$ cat config.mk
export PLATFORM = sky130hd
export DESIGN_NAME = alu_exec
export DESIGN_NICKNAME = d
export VERILOG_FILES = /design/src/rtl/alu_exec.sv
export SDC_FILE = /design/constraint.sdc
export NUM_CORES = 1
export LEC_CHECK = 0
export BUFFER_PORTS_ARGS = -buffer_cell sky130_fd_sc_hd__clkbuf_2
export CORE_MARGIN = 8
export CORE_UTILIZATION = 60
export DETAILED_ROUTE_END_ITERATION = 12
export PLACE_DENSITY_LB_ADDON = 0.15
export RECOVER_POWER = 25
export SETUP_SLACK_MARGIN = 0.4
export SLEW_MARGIN = 20
export SYNTH_ARGS = -nofsm -noshare
export SYNTH_HDL_FRONTEND = slang
export SYNTH_SLANG_ARGS = --single-unit
$ cat constraint.sdc
create_clock -name clk -period 3.8 [get_ports clk]
set_clock_uncertainty 0.15 [all_clocks]
set_input_delay 0.19 -clock clk [delete_from_list [all_inputs] [get_ports clk]]
set_output_delay 0.19 -clock clk [all_outputs]
set_load 0.02 [all_outputs]
$ cat src/rtl/alu_exec.sv
// Execute-stage ALU with a 2-entry registered result FIFO and valid/ready handshakes.
// Define ALU_SHIFT_EN to enable codes 100 (SLL), 110 (SRL) and 111 (SRA).
module alu_exec #(
  parameter int unsigned WIDTH = 32,
  parameter int unsigned TAGW  = 5
) (
  input  logic             clk,
  input  logic             reset,
  input  logic             flush,
  input  logic             in_valid,
  output logic             in_ready,
  input  logic [WIDTH-1:0] SrcA,
  input  logic [WIDTH-1:0] SrcB,
  input  logic [2:0]       ALUControl,
  input  logic [TAGW-1:0]  in_tag,
  output logic             out_valid,
  input  logic             out_ready,
  output logic [WIDTH-1:0] ALUResult,
  output logic             Zero,
  output logic             Illegal,
  output logic [TAGW-1:0]  out_tag
);

`ifdef ALU_SHIFT_EN
  localparam int unsigned ShW = $clog2(WIDTH);
  logic [ShW-1:0] shamt;
  assign shamt = SrcB[ShW-1:0];
`endif

  logic [WIDTH-1:0] alu_res;
  logic             alu_ill;
  logic             alu_zero;

  always_comb begin
    alu_res = '0;
    alu_ill = 1'b0;
    case (ALUControl)
      3'b000: alu_res = SrcA + SrcB;
      3'b001: alu_res = SrcA - SrcB;
      3'b010: alu_res = SrcA & SrcB;
      3'b011: alu_res = SrcA | SrcB;
      3'b101: alu_res = {{(WIDTH-1){1'b0}}, ($signed(SrcA) < $signed(SrcB))};
`ifdef ALU_SHIFT_EN
      3'b100: alu_res = SrcA << shamt;
      3'b110: alu_res = SrcA >> shamt;
      3'b111: alu_res = $unsigned($signed(SrcA) >>> shamt);
`endif
      default: alu_ill = 1'b1;
    endcase
  end

  assign alu_zero = (alu_res == '0);

  logic [WIDTH-1:0] res_q  [2];
  logic             zero_q [2];
  logic             ill_q  [2];
  logic [TAGW-1:0]  tag_q  [2];

  logic [1:0] count_q, count_d;
  logic       wr_ptr_q, wr_ptr_d;
  logic       rd_ptr_q, rd_ptr_d;
  logic       push, pop;

  // Handshake decisions depend only on registered occupancy.
  assign in_ready  = (count_q != 2'd2);
  assign out_valid = (count_q != 2'd0);
  assign push      = in_valid & in_ready & ~flush;
  assign pop       = out_valid & out_ready & ~flush;

  always_comb begin
    count_d  = count_q;
    wr_ptr_d = wr_ptr_q;
    rd_ptr_d = rd_ptr_q;
    if (flush) begin
      count_d  = 2'd0;
      wr_ptr_d = 1'b0;
      rd_ptr_d = 1'b0;
    end else begin
      if (push) wr_ptr_d = ~wr_ptr_q;
      if (pop)  rd_ptr_d = ~rd_ptr_q;
      case ({push, pop})
        2'b10:   count_d = count_q + 2'd1;
        2'b01:   count_d = count_q - 2'd1;
        default: count_d = count_q;
      endcase
    end
  end

  always_ff @(posedge clk) begin
    if (reset) begin
      count_q  <= 2'd0;
      wr_ptr_q <= 1'b0;
      rd_ptr_q <= 1'b0;
      for (int i = 0; i < 2; i++) begin
        res_q[i]  <= '0;
        zero_q[i] <= 1'b0;
        ill_q[i]  <= 1'b0;
        tag_q[i]  <= '0;
      end
    end else begin
      count_q  <= count_d;
      wr_ptr_q <= wr_ptr_d;
      rd_ptr_q <= rd_ptr_d;
      if (push) begin
        res_q[wr_ptr_q]  <= alu_res;
        zero_q[wr_ptr_q] <= alu_zero;
        ill_q[wr_ptr_q]  <= alu_ill;
        tag_q[wr_ptr_q]  <= in_tag;
      end
    end
  end

  assign ALUResult = res_q[rd_ptr_q];
  assign Zero      = zero_q[rd_ptr_q];
  assign Illegal   = ill_q[rd_ptr_q];
  assign out_tag   = tag_q[rd_ptr_q];

endmodule

# ---- Yosys cells after proc, flatten, opt, wreduce, memory -nomap -nowiden
# Memories as Yosys holds them, arrays and structs flattened. A register that Yosys moved wholly into a read port is not among the register bits.
# Index checks and enable logic that the tools add are counted.
dict set report classes {
  bitwise_logic 9
  eq_ne 7
  addsub 4
  n_mux 28
  n_lt_le_gt_ge 1
  reduce_logical 10
}
# op n
set ops {}
lappend ops {{case mux 32 bit (5 select lines)} 1}
lappend ops {{adder 32 bit} 1}
lappend ops {{bitwise AND 32 bit} 1}
lappend ops {{logical NOT 32 bit} 1}
lappend ops {{less-than comparator 32 bit} 1}
lappend ops {{2-to-1 mux 32 bit} 1}
lappend ops {{bitwise OR 32 bit} 1}
lappend ops {{OR reduction 32 bit} 1}
lappend ops {{subtractor 32 bit} 1}
lappend ops {{2-to-1 mux 1 bit} 24}
lappend ops {{OR reduction 5 bit} 2}
lappend ops {{== test 3 x 2 -> 1 bit, second input constant} 2}
lappend ops {{2-to-1 mux 5 bit} 1}
lappend ops {{bitwise AND 1 bit} 4}
lappend ops {{case mux 2 bit (2 select lines)} 1}
lappend ops {{nonzero test 2 bit} 2}
lappend ops {{== test 3 x 1 -> 1 bit, second input constant} 1}
lappend ops {{== test 3 bit, second input constant} 1}
lappend ops {{logical NOT 3 bit} 1}
lappend ops {{inverter 1 bit} 3}
lappend ops {{adder 2 x 1 -> 2 bit, second input constant} 1}
lappend ops {{== test 2 x 1 -> 1 bit, second input constant} 1}
lappend ops {{== test 2 bit, second input constant} 1}
lappend ops {{inequality test 2 bit, second input constant} 1}
lappend ops {{3 further kinds} 4}
dict set report word_totals {
  output_inout_bits 41
  n_memories 4
  ramBits 78
  input_bits 77
  reg_bits 4
  word_cells 66
}
# memory depth word_bits rd rd_ports_with_merged_regs wr line
set mem_list {}
lappend mem_list {res_q 2 32 1 1 2 54} ;# logic [WIDTH-1:0] res_q [2];
lappend mem_list {tag_q 2 5 1 1 2 57} ;# logic [TAGW-1:0] tag_q [2];
lappend mem_list {ill_q 2 1 1 1 2 56} ;# logic ill_q [2];
lappend mem_list {zero_q 2 1 1 1 2 55} ;# logic zero_q [2];

# ---- Depth between registers and ports, before layout
dict set report logic_depth {
  word_depth 8
  ltp_mapped 14
  depth_no_buf 14
}

# ---- Worst setup path after synthesis
# OpenSTA, ideal clock, no wires.
dict set report synth_timing {
  path_kind {register to register}
  startpoint {register count_q[0]}
  endpoint {memory ill_q[0], enable pin}
  path_stages_with_launch 5
  period_less_slack_ns 3.497
  t_required_ns 3.206
  t_arrival_ns 2.903
  slack_ns 0.303
  path_cell_list {dfxtp_1 nand2b_1 nand2_1 or2_2 o21bai_1}
}
# item line
set synth_rtl {}
lappend synth_rtl {{start: declaration} 59} ;# logic [1:0] count_q, count_d;
lappend synth_rtl {{start signal: assignment} 101} ;# count_q <= count_d;
lappend synth_rtl {{end: declaration} 56}

==> flow_summary_export.csv <==
group,metric,value,unit
run_status,outcome,"finished, violations left",
sta,report.final.setup_viol,0,
drt,drc,0,
place,dp_cells,1421,
floorplan,coreArea,15100,um^2
critical_path,cp-start-kind,"flip-flop",
cts,cts_num_sinks,83,
sta,rsz0062_at_grt,"no",
floorplan,dieArea,19700,um^2
cells_and_area,final_nets,1434,
synthesis,syn_avg_cell_area,8.34,um^2
floorplan,pin_count,118,
floorplan,die_x,140,um
power_and_ir_drop,cellLeakagePower,4.66,nW
critical_path,cp_cell_sequence,"clkbuf_1 -> mux2_2 -> clkbuf_1",
critical_path,crit_top_cell,"clkbuf_1",
cells_and_area,fin_cells,1443,
synthesis,synth_edf_count,78,
drt,ant_nets,0,
power_and_ir_drop,peakVddDrop,247,uV
drt,viasPerCell,6.52,
critical_path,critPathMaxFanout,39,
sta,whs,0.0225,ns
place,dpl_cell_area,10400,um^2
place,place_hpwl,24200,um
critical_path,worstPathRequired,3.46,ns
synthesis,ys_ff_latch,83,
cells_and_area,drive_gt1_frac,0.213,
synthesis,synthArstFlopShare,0,
cts,cts_tree,"yes",
cts,clock_path_buffers,2,
drt,firstDrtPassIters,6,
grt,grt_first_pass_wirelength,48000,um
place,port-buffer-count,117,
critical_path,crit_cells,3,
drt,drt_iter0_drc,1129,
cts,cts_made_buffers,9,
sta,post-route-min-period,3.32,ns
cells_and_area,final_cell_mix,"nor2_1, ha_1, inv_1, a21oi_1, clkbuf_2",
critical_path,cpPeakStageDelay,1.58,ns
sta,worstMarginPinSlew,2.24,ns
drt,via_count,9409,
floorplan,rows,45,
critical_path,crit_buf_inv,2,
place,gp_congestion,1.02,
critical_path,critPathTopFamily,"buffers and inverters",
sta,setup_tns,0,ns
cells_and_area,fill_cells,1243,
sta,fmax,301,MHz
flow_run,cap_violations,1,
grt,grt_usage,0.306,
cells_and_area,post-route-cell-area,10800,um^2
synthesis,synth-main-ff-cell,"edfxtp_1",
critical_path,criticalPathCategory,"reg -> out",
grt,gr-total-overflow,0,
critical_path,worstPathArrival,2.98,ns
floorplan,die_h,140,um
cells_and_area,mostFrequentLayoutCell,"nor2_1",
floorplan,initial_core_util,0.612,
sta,hold_violations,0,
run_status,failed_checks,"max-capacitance violations, max-slew violations",
grt,grt_max_degree,40,
synthesis,ys_warn_count,0,
cells_and_area,num_antenna_cells,0,
synthesis,synth_area,9270,um^2
cells_and_area,area_growth,16.0,%
hold_path,hold_path.class,"in -> reg",
synthesis,synth_cell_type_count,91,
synthesis,synth.yosys.seq_area_share,0.263,
drt,wl,31500,um
grt,antenna_found_initial,0,
sta,min_period_over_period,0.874,
critical_path,slowest_stage,"clkbuf_1",
hold_path,hold_depth,2,
critical_path,rrSetupSlack,1.11,ns
grt,grt_pass1_vias,8899,
sta,final_max_slew_viol_count,40,
synthesis,synthCells,1112,
sta,maxSlewHeadroom,-0.496,
cts,cts_root_buffer,"clkbuf_16",
cts,clk_pin_slew_worst_paths,0.06,ns
cells_and_area,final_util,0.710,
cts,clk-insertion-delay-late,0.34,ns
synthesis,syn-num-nets,1296,
critical_path,endpoint_kind,"output port",
critical_path,reg2regPathDepth,6,
drt,wl_per_cell,21.8,um
cts,htree_levels,3,
power_and_ir_drop,powerDensity,299,nW/um^2
## cell type report
type                            count  area [um^2]  area share
Sequential cell                    83         2440       0.227
Clock buffer                        9          225      0.0209
Inverter                          104          390      0.0363
Multi-Input combinational cell    855         6200       0.577
Tap cell                          188          235      0.0219
Timing Repair Buffer              197         1160       0.108
Clock inverter                      7         91.3     0.00849
## worst paths after layout
kind | startpoint | to
worst max-delay path | flip-flop | ALUResult[22]
worst min-delay path | flush | rd_ptr_q$_SDFFE_PP0P_
worst max register to register | count_q[0]$_SDFFE_PP0P_ | res_q[1][22]$_SDFFCE_PN0P_
worst min register to register | rd_ptr_q$_SDFFE_PP0P_ | rd_ptr_q$_SDFFE_PP0P_
## flip-flops by register name, summed over array words and instances (netlist names), named ones only
register  flops
ill_q         2
tag_q        10
count_q       2
res_q        64
rd_ptr_q      1
zero_q        2
wr_ptr_q      1
## per-layer routing
metal  up-vias  GRT usage  wire [um]
li1       4339          -          -
met1      4456      0.419      13400
met2       559      0.499      14400
met3        55     0.0387       3040
met4         0     0.0834        592
met5         -          0          0
## logic make-up after synthesis
family / after synthesis / share of synthesized area
simple gates: 378 / 0.207
compound gates: 303 / 0.229
mux: 50 / 0.0622
fa+ha+maj: 107 / 0.146
buf+inv: 174 / 0.0762
flops: 83 / 0.263
xor+xnor: 17 / 0.0161
## worst reg2reg max path, cell delays in order, from the launching register on
cell      delay, ns
dfxtp_1        0.40
nand2b_1       0.16
nand2_1        0.15
nor3_1         0.50
nand2_1        0.19
nand2b_2       0.54
buf_4          0.31
## metrics by stage
step	setup WS (ns)	total power, W
6_report	0.478	0.00321
5_1_grt	0.282	0.00332
3_3_place_gp	0.156	0.00222
2_1_floorplan	0.468	0.00182
3_5_place_dp	0.106	0.00224
4_1_cts	0.452	0.00315
## power by group
group | total (W) | leakage, nW | switching (W) | internal, W
sequential | 0.00106 | 0.864 | 0.0000146 | 0.00105
combinational | 0.00122 | 3.64 | 0.000775 | 0.000449
clock | 0.000927 | 0.156 | 0.000354 | 0.000574
total | 0.00321 | 4.66 | 0.00114 | 0.00207
## cell usage after synthesis, types with 4 or more instances
cell type | instances | area (um^2)
a211o_1 | 9 | 78.8
a211oi_1 | 18 | 135
a21o_1 | 11 | 82.6
a21oi_1 | 87 | 435
a221oi_1 | 5 | 43.8
a31oi_1 | 17 | 106
and2_1 | 15 | 93.8
and3_1 | 11 | 68.8
and4_1 | 10 | 87.6
buf_1 | 4 | 15.0
buf_2 | 13 | 65.1
buf_4 | 8 | 60.1
clkbuf_1 | 44 | 165
dfxtp_1 | 5 | 100
edfxtp_1 | 78 | 2340
ha_1 | 105 | 1310
inv_1 | 100 | 375
mux2_2 | 41 | 462
mux2i_1 | 7 | 70.1
nand2_1 | 67 | 251
nand2b_1 | 11 | 68.8
nand3_1 | 26 | 130
nand4_1 | 16 | 100
nor2_1 | 124 | 465
nor2b_1 | 12 | 75.1
nor3_1 | 30 | 150
nor4_1 | 19 | 119
o2111a_1 | 4 | 45.0
o2111ai_1 | 4 | 35.0
o211ai_1 | 16 | 120
o21ai_0 | 47 | 235
o21bai_1 | 6 | 45.0
o221ai_1 | 4 | 35.0
o22ai_1 | 4 | 25.0
o311ai_0 | 5 | 43.8
o31ai_1 | 16 | 120
or2_2 | 6 | 37.5
or3_1 | 5 | 31.3
or4_1 | 7 | 52.6
xnor2_1 | 11 | 96.3
xor2_1 | 6 | 52.6
## repair_timing
action	4_1_cts	5_1_grt
endpoints found under the hold margin	3	0
hold buffers	3	0
resized for setup	0	14
setup endpoints to repair	0	6
setup buffers	0	3
Note: power is estimated with default switching activity, not from simulation.
